### src/rtl/instr_fetch_seq.sv
// Instruction supply for the CPU core: holds the PC and a loadable program memory,
// strobes each word to the core, waits out the execute window, then resolves beq/j.
module instr_fetch_seq #(
   parameter int          ADDR_W      = 6,
   parameter int          EXEC_CYCLES = 4,
   parameter logic [31:0] HALT_WORD   = 32'hFFFF_FFFF
) (
   input  logic              clock,
   input  logic              reset,
   input  logic              start,
   input  logic              load_en,
   input  logic [ADDR_W-1:0] load_addr,
   input  logic [31:0]       load_data,
   input  logic              zero_in,
   output logic [31:0]       instrword,
   output logic              newinstr,
   output logic [ADDR_W-1:0] pc,
   output logic              busy,
   output logic              halted,
   output logic [15:0]       retired
);

   localparam int               DEPTH    = 1 << ADDR_W;
   localparam int               CNT_W    = $clog2(EXEC_CYCLES);
   localparam logic [CNT_W-1:0] CNT_LAST = CNT_W'(EXEC_CYCLES - 1);
   localparam logic [5:0]       OP_BEQ   = 6'd4;
   localparam logic [5:0]       OP_J     = 6'd2;

   typedef enum logic [2:0] {
      ST_IDLE,
      ST_ISSUE,
      ST_EXEC,
      ST_RESOLVE,
      ST_HALT
   } state_t;

   state_t            state;
   state_t            state_nxt;
   logic [31:0]       mem [DEPTH];
   logic [CNT_W-1:0]  exec_cnt;
   logic [CNT_W-1:0]  exec_cnt_nxt;
   logic [ADDR_W-1:0] pc_nxt;
   logic [ADDR_W-1:0] fetch_addr;
   logic [ADDR_W-1:0] seq_target;
   logic [ADDR_W-1:0] branch_target;
   logic [ADDR_W-1:0] jump_target;
   logic [31:0]       instr_nxt;
   logic [31:0]       fetch_word;
   logic [15:0]       retired_nxt;
   logic [5:0]        opcode;
   logic              accept_cmd;
   logic              mem_we;
   logic              do_fetch;

   // Branch offset is sign-extended to 32 bits and then wrapped to the PC width.
   assign opcode        = instrword[31:26];
   assign seq_target    = pc + ADDR_W'(1);
   assign branch_target = seq_target + ADDR_W'({{16{instrword[15]}}, instrword[15:0]});
   assign jump_target   = instrword[ADDR_W-1:0];
   assign fetch_word    = mem[fetch_addr];

   assign accept_cmd = (state == ST_IDLE) || (state == ST_HALT);
   assign mem_we     = reset && accept_cmd && load_en;

   assign newinstr = (state == ST_ISSUE);
   assign busy     = (state == ST_ISSUE) || (state == ST_EXEC) || (state == ST_RESOLVE);
   assign halted   = (state == ST_HALT);

   // Program memory survives reset so a restart reruns the loaded program.
   always_ff @(posedge clock) begin
      if (mem_we) begin
         mem[load_addr] <= load_data;
      end
   end

   always_ff @(posedge clock) begin
      if (!reset) begin
         state     <= ST_IDLE;
         pc        <= '0;
         instrword <= '0;
         retired   <= '0;
         exec_cnt  <= '0;
      end else begin
         state     <= state_nxt;
         pc        <= pc_nxt;
         instrword <= instr_nxt;
         retired   <= retired_nxt;
         exec_cnt  <= exec_cnt_nxt;
      end
   end

   always_comb begin
      state_nxt    = state;
      pc_nxt       = pc;
      instr_nxt    = instrword;
      retired_nxt  = retired;
      exec_cnt_nxt = exec_cnt;
      fetch_addr   = '0;
      do_fetch     = 1'b0;

      case (state)
         ST_IDLE, ST_HALT: begin
            if (!load_en && start) begin
               do_fetch    = 1'b1;
               fetch_addr  = '0;
               retired_nxt = '0;
            end
         end
         ST_ISSUE: begin
            state_nxt    = ST_EXEC;
            exec_cnt_nxt = '0;
         end
         ST_EXEC: begin
            if (exec_cnt == CNT_LAST) begin
               state_nxt = ST_RESOLVE;
            end else begin
               exec_cnt_nxt = exec_cnt + CNT_W'(1);
            end
         end
         ST_RESOLVE: begin
            do_fetch = 1'b1;
            if (opcode == OP_BEQ && zero_in) begin
               fetch_addr = branch_target;
            end else if (opcode == OP_J) begin
               fetch_addr = jump_target;
            end else begin
               fetch_addr = seq_target;
            end
         end
         default: begin
            state_nxt = ST_IDLE;
         end
      endcase

      // A halt word is latched for visibility but never strobed or counted.
      if (do_fetch) begin
         pc_nxt    = fetch_addr;
         instr_nxt = fetch_word;
         if (fetch_word == HALT_WORD) begin
            state_nxt = ST_HALT;
         end else begin
            state_nxt   = ST_ISSUE;
            retired_nxt = retired_nxt + 16'd1;
         end
      end
   end

endmodule

### config.mk
export PLATFORM = sky130hd
export DESIGN_NAME = instr_fetch_seq
export DESIGN_NICKNAME = d
export VERILOG_FILES = /design/src/rtl/instr_fetch_seq.sv
export SDC_FILE = /design/constraint.sdc
export NUM_CORES = 2
export LEC_CHECK = 0
export CAP_MARGIN = 10
export CORE_ASPECT_RATIO = 0.75
export CORE_UTILIZATION = 55
export CTS_BUF_LIST = sky130_fd_sc_hd__clkbuf_2 sky130_fd_sc_hd__clkbuf_4 sky130_fd_sc_hd__clkbuf_8
export DETAILED_ROUTE_END_ITERATION = 7
export PLACE_DENSITY = 0.74
export SYNTH_ARGS = -nofsm -noshare
export SYNTH_HDL_FRONTEND = slang
export SYNTH_SLANG_ARGS = --single-unit
### constraint.sdc
create_clock -name clock -period 5.2 [get_ports clock]
set_input_delay 0.52 -clock clock [delete_from_list [all_inputs] [get_ports clock]]
set_output_delay 0.52 -clock clock [all_outputs]
set_load 0.005 [all_outputs]
==> results.cfg <==
[clock_network]
cts.sinks = 2107
cts_tree = done
clk_pin_slew_ns = 0.07
cts_root_buf = clkbuf_8
htreeDepth = 5
clock_latency_ns = 1.03
clock_path_buffers = 4
numCtsBuffers = 321

[detailed_routing]
drtAntennaViolNets = 0
drc = 0
wl_um = 266000
dr.pass1.iters = 7
first_iter_violations = 10000
post_drt_via_cell_ratio = 6.66
vias = 53100
wl_per_cell_um = 33.3

[setup_path]
path_cells = buf_6, inv_2, ha_4, fa_1, nor4bb_2, o21ai_2, buf_4, o211a_4, buf_12, buf_16, mux4_2, a22oi_1, o21ai_0, nor4_2, a21oi_1, buf_4, o22ai_2, buf_4, nor4_4, and4_4, or4_4, mux2i_1
critical-path-slowest-cell = nor4_2
arrival_ns = 6.17
start_kind = register
crit_family = simple AND/OR/NAND/NOR gates
cp.required_ns = 6.12
cpPeakStageDelay_ns = 0.54
crit_type = reg2reg
worst_path_most_repeated_cell = buf_4
end_kind = register
crit_fanout = 11
path_buf_inv = 7

[timing]
min_period_ns = 5.25
rsz0062_at_grt = yes
setup_viol = 8
max_freq_mhz = 191
slew_viol_final = 0
slew_headroom = 0.133
clock_skew_ns = 0.0629
setup_ws_ns = -0.0452
holdWs_ns = 0.144
finalHoldViolCount = 0
worstMarginPinSlew_ns = 1.30
final.period_utilization = 1.01

[power]
p_sw_frac = 0.212
design_power_total_mw = 32.6
clkPwrFrac = 0.406
seqPwrFrac = 0.574
ir_drop_mv = 0.329
p_int_mw = 25.7
p_leak_nw = 32.4
p_per_area_mw_per_mm2 = 328
share_comb_of_total_power = 0.020
p_switching_mw = 6.91

[yosys]
yosysMostFrequentCell = edfxtp_1
ys_async_sr_fraction = 0
synth.net_count = 4989
synth_seq_cells = 2107
synthTopCellsByArea = edfxtp_1 74%, mux4_2 6.0%, nand2_1 3.2%
yosysWarnings = 0
ys_seq_area_frac = 0.751
synth_top_area_share = 0.737
synth_top_area_cell = edfxtp_1
avgSynthCellArea_um2 = 16.9
synth-edff-count = 2048
netlist_area_mm2 = 0.0835
synthTopCellsByCount = 2048 x edfxtp_1, 704 x nand2_1, 258 x nand3_1
synthCells = 4937
synth_ff_type = edfxtp_1
ys_types = 94

[job]
maxCapViolations = 0

[placement]
dp_cells = 7362
dp_hpwl_um = 159000
place_congestion = 0.996
io_buffers = 99

[outcome]
outcome = complete, but fails checks
violations = setup timing

[worst_hold_path]
min_path_type = in2reg

[final_layout]
utilization = 0.660
drive_gt1_frac = 0.280
nNetsFinal = 5803
syn_to_final_growth_pct = 19.0
finalNonFillerCells = 7973

[grt]
grt_overflow_total = 0
grtUsageTotal = 0.340
grt_max_degree = 65
grt_pass1_vias = 50100
grt_antenna_before_repair = 16
grt_pass1_wl_um = 366000

[floorplan]
coreArea_mm2 = 0.150
chipWidth_um = 452
die-area_mm2 = 0.153
start_util = 0.555
io_pins = 100
die_y_um = 339
rows = 123
metal layers:
| layer | part of all wire | vias up | global-route usage |
|---|---|---|---|
| li1 | - | 21400 | - |
| met1 | 0.36 | 26400 | 0.496 |
| met2 | 0.42 | 4588 | 0.471 |
| met3 | 0.17 | 659 | 0.118 |
| met4 | 0.045 | 12 | 0.131 |
| met5 | 0.00035 | - | 0 |
registers in the layout, indices dropped and copies added, names as in the netlist:
| name | flops |
|---|---|
| mem | 2048 |
| retired | 16 |
| exec_cnt | 2 |
| state | 3 |
| pc | 6 |
| instrword | 32 |
layout make-up:
cell class	count	area, um^2
sequential	2107	62700
fill	9788	51000
multi-input combinational	2482	20100
timing repair buffer	810	7970
clock buffer	404	5050
tap	2000	2500
clock inverter	132	858
inverter	29	109
antenna	9	22.5
per-stage QoR:
step | setup slack, ns | area [um^2] | TNS (ns)
2_1_floorplan | 0.376 | 83500 | 0
3_3_place_gp | -0.770 | 91400 | -9.81
3_5_place_dp | -0.793 | 91400 | -9.85
4_1_cts | 0.000221 | 97800 | 0
5_1_grt | -0.130 | 99300 | -1.18
6_report | -0.0452 | 99300 | -0.139
cells in the final DEF, fill, tap and decap left out, types with 23 or more instances in the layout:
master and instances:
o21ai_0 23, clkbuf_4 81, o211ai_1 25, o2111ai_1 26, and3_1 42, mux2_2 23, mux4_2 223, nor2_4 67
a221oi_1 24, a21oi_1 134, inv_1 27, clkdlybuf4s50_1 67, dfxtp_1 56, o41a_1 23, buf_2 32, nor2_1 59
nor3_1 29, clkinv_1 78, nand3_1 250, buf_4 560, clkbuf_8 323, clkinv_2 29, buf_12 89, a32oi_1 35
nand2_1 700, a31oi_1 49, mux2i_1 203, a211oi_1 34, a22oi_1 93, edfxtp_1 2048, nand4_1 52, buf_6 26
worst min-delay path: cells and delay by family:
family | cells | cell delay (ns)
AOI/OAI and AO/OA | 1 | 0.09
buffers and inverters | 1 | 0.40
and+or+nand+nor | 1 | 0.11
power groups by stage:
stage                     registers, mW  clock network (mW)  logic [mW]
after global placement             19.0                   0       0.608
after global routing               18.7                13.9       0.680
final                              18.7                13.2       0.666
after CTS                          18.7                13.2       0.633
after floorplan                    19.0                   0       0.133
after detailed placement           19.0                   0       0.628
cell families (layout without fill, tap and decap cells):
kind of cell | Yosys count | after routing | share of synthesized area
simple gates | 1320 | 1320 | 0.0724
compound gates | 689 | 689 | 0.0607
mux | 459 | 459 | 0.0902
fa+ha+maj | 9 | 9 | 0.00144
flops | 2107 | 2107 | 0.751
xor+xnor | 5 | 5 | 0.000525
buf+inv | 348 | 1375 | 0.0238
other cells | 0 | 9 | 0
final timing paths:
check	startpoint	endpoint	slack, ns	cells past startpoint
worst max-delay path	pc[0]	retired[15]	-0.05	22
worst min-delay path	start	state[0]	0.14	3
worst min register to register	instrword[11]	instrword[11]	0.46	2
worst max register to register	pc[0]	retired[15]	-0.05	22
repair_timing:
action / CTS / global route
cloned: 3 / 11
resized for setup: 64 / 169
hold buffers: 1 / 0
setup endpoints to repair: 18 / 18
pin swaps: 15 / 40
hold endpoints to repair: 16 / 0
buffers inserted: 11 / 41
Note: power is estimated with default switching activity, not from simulation.
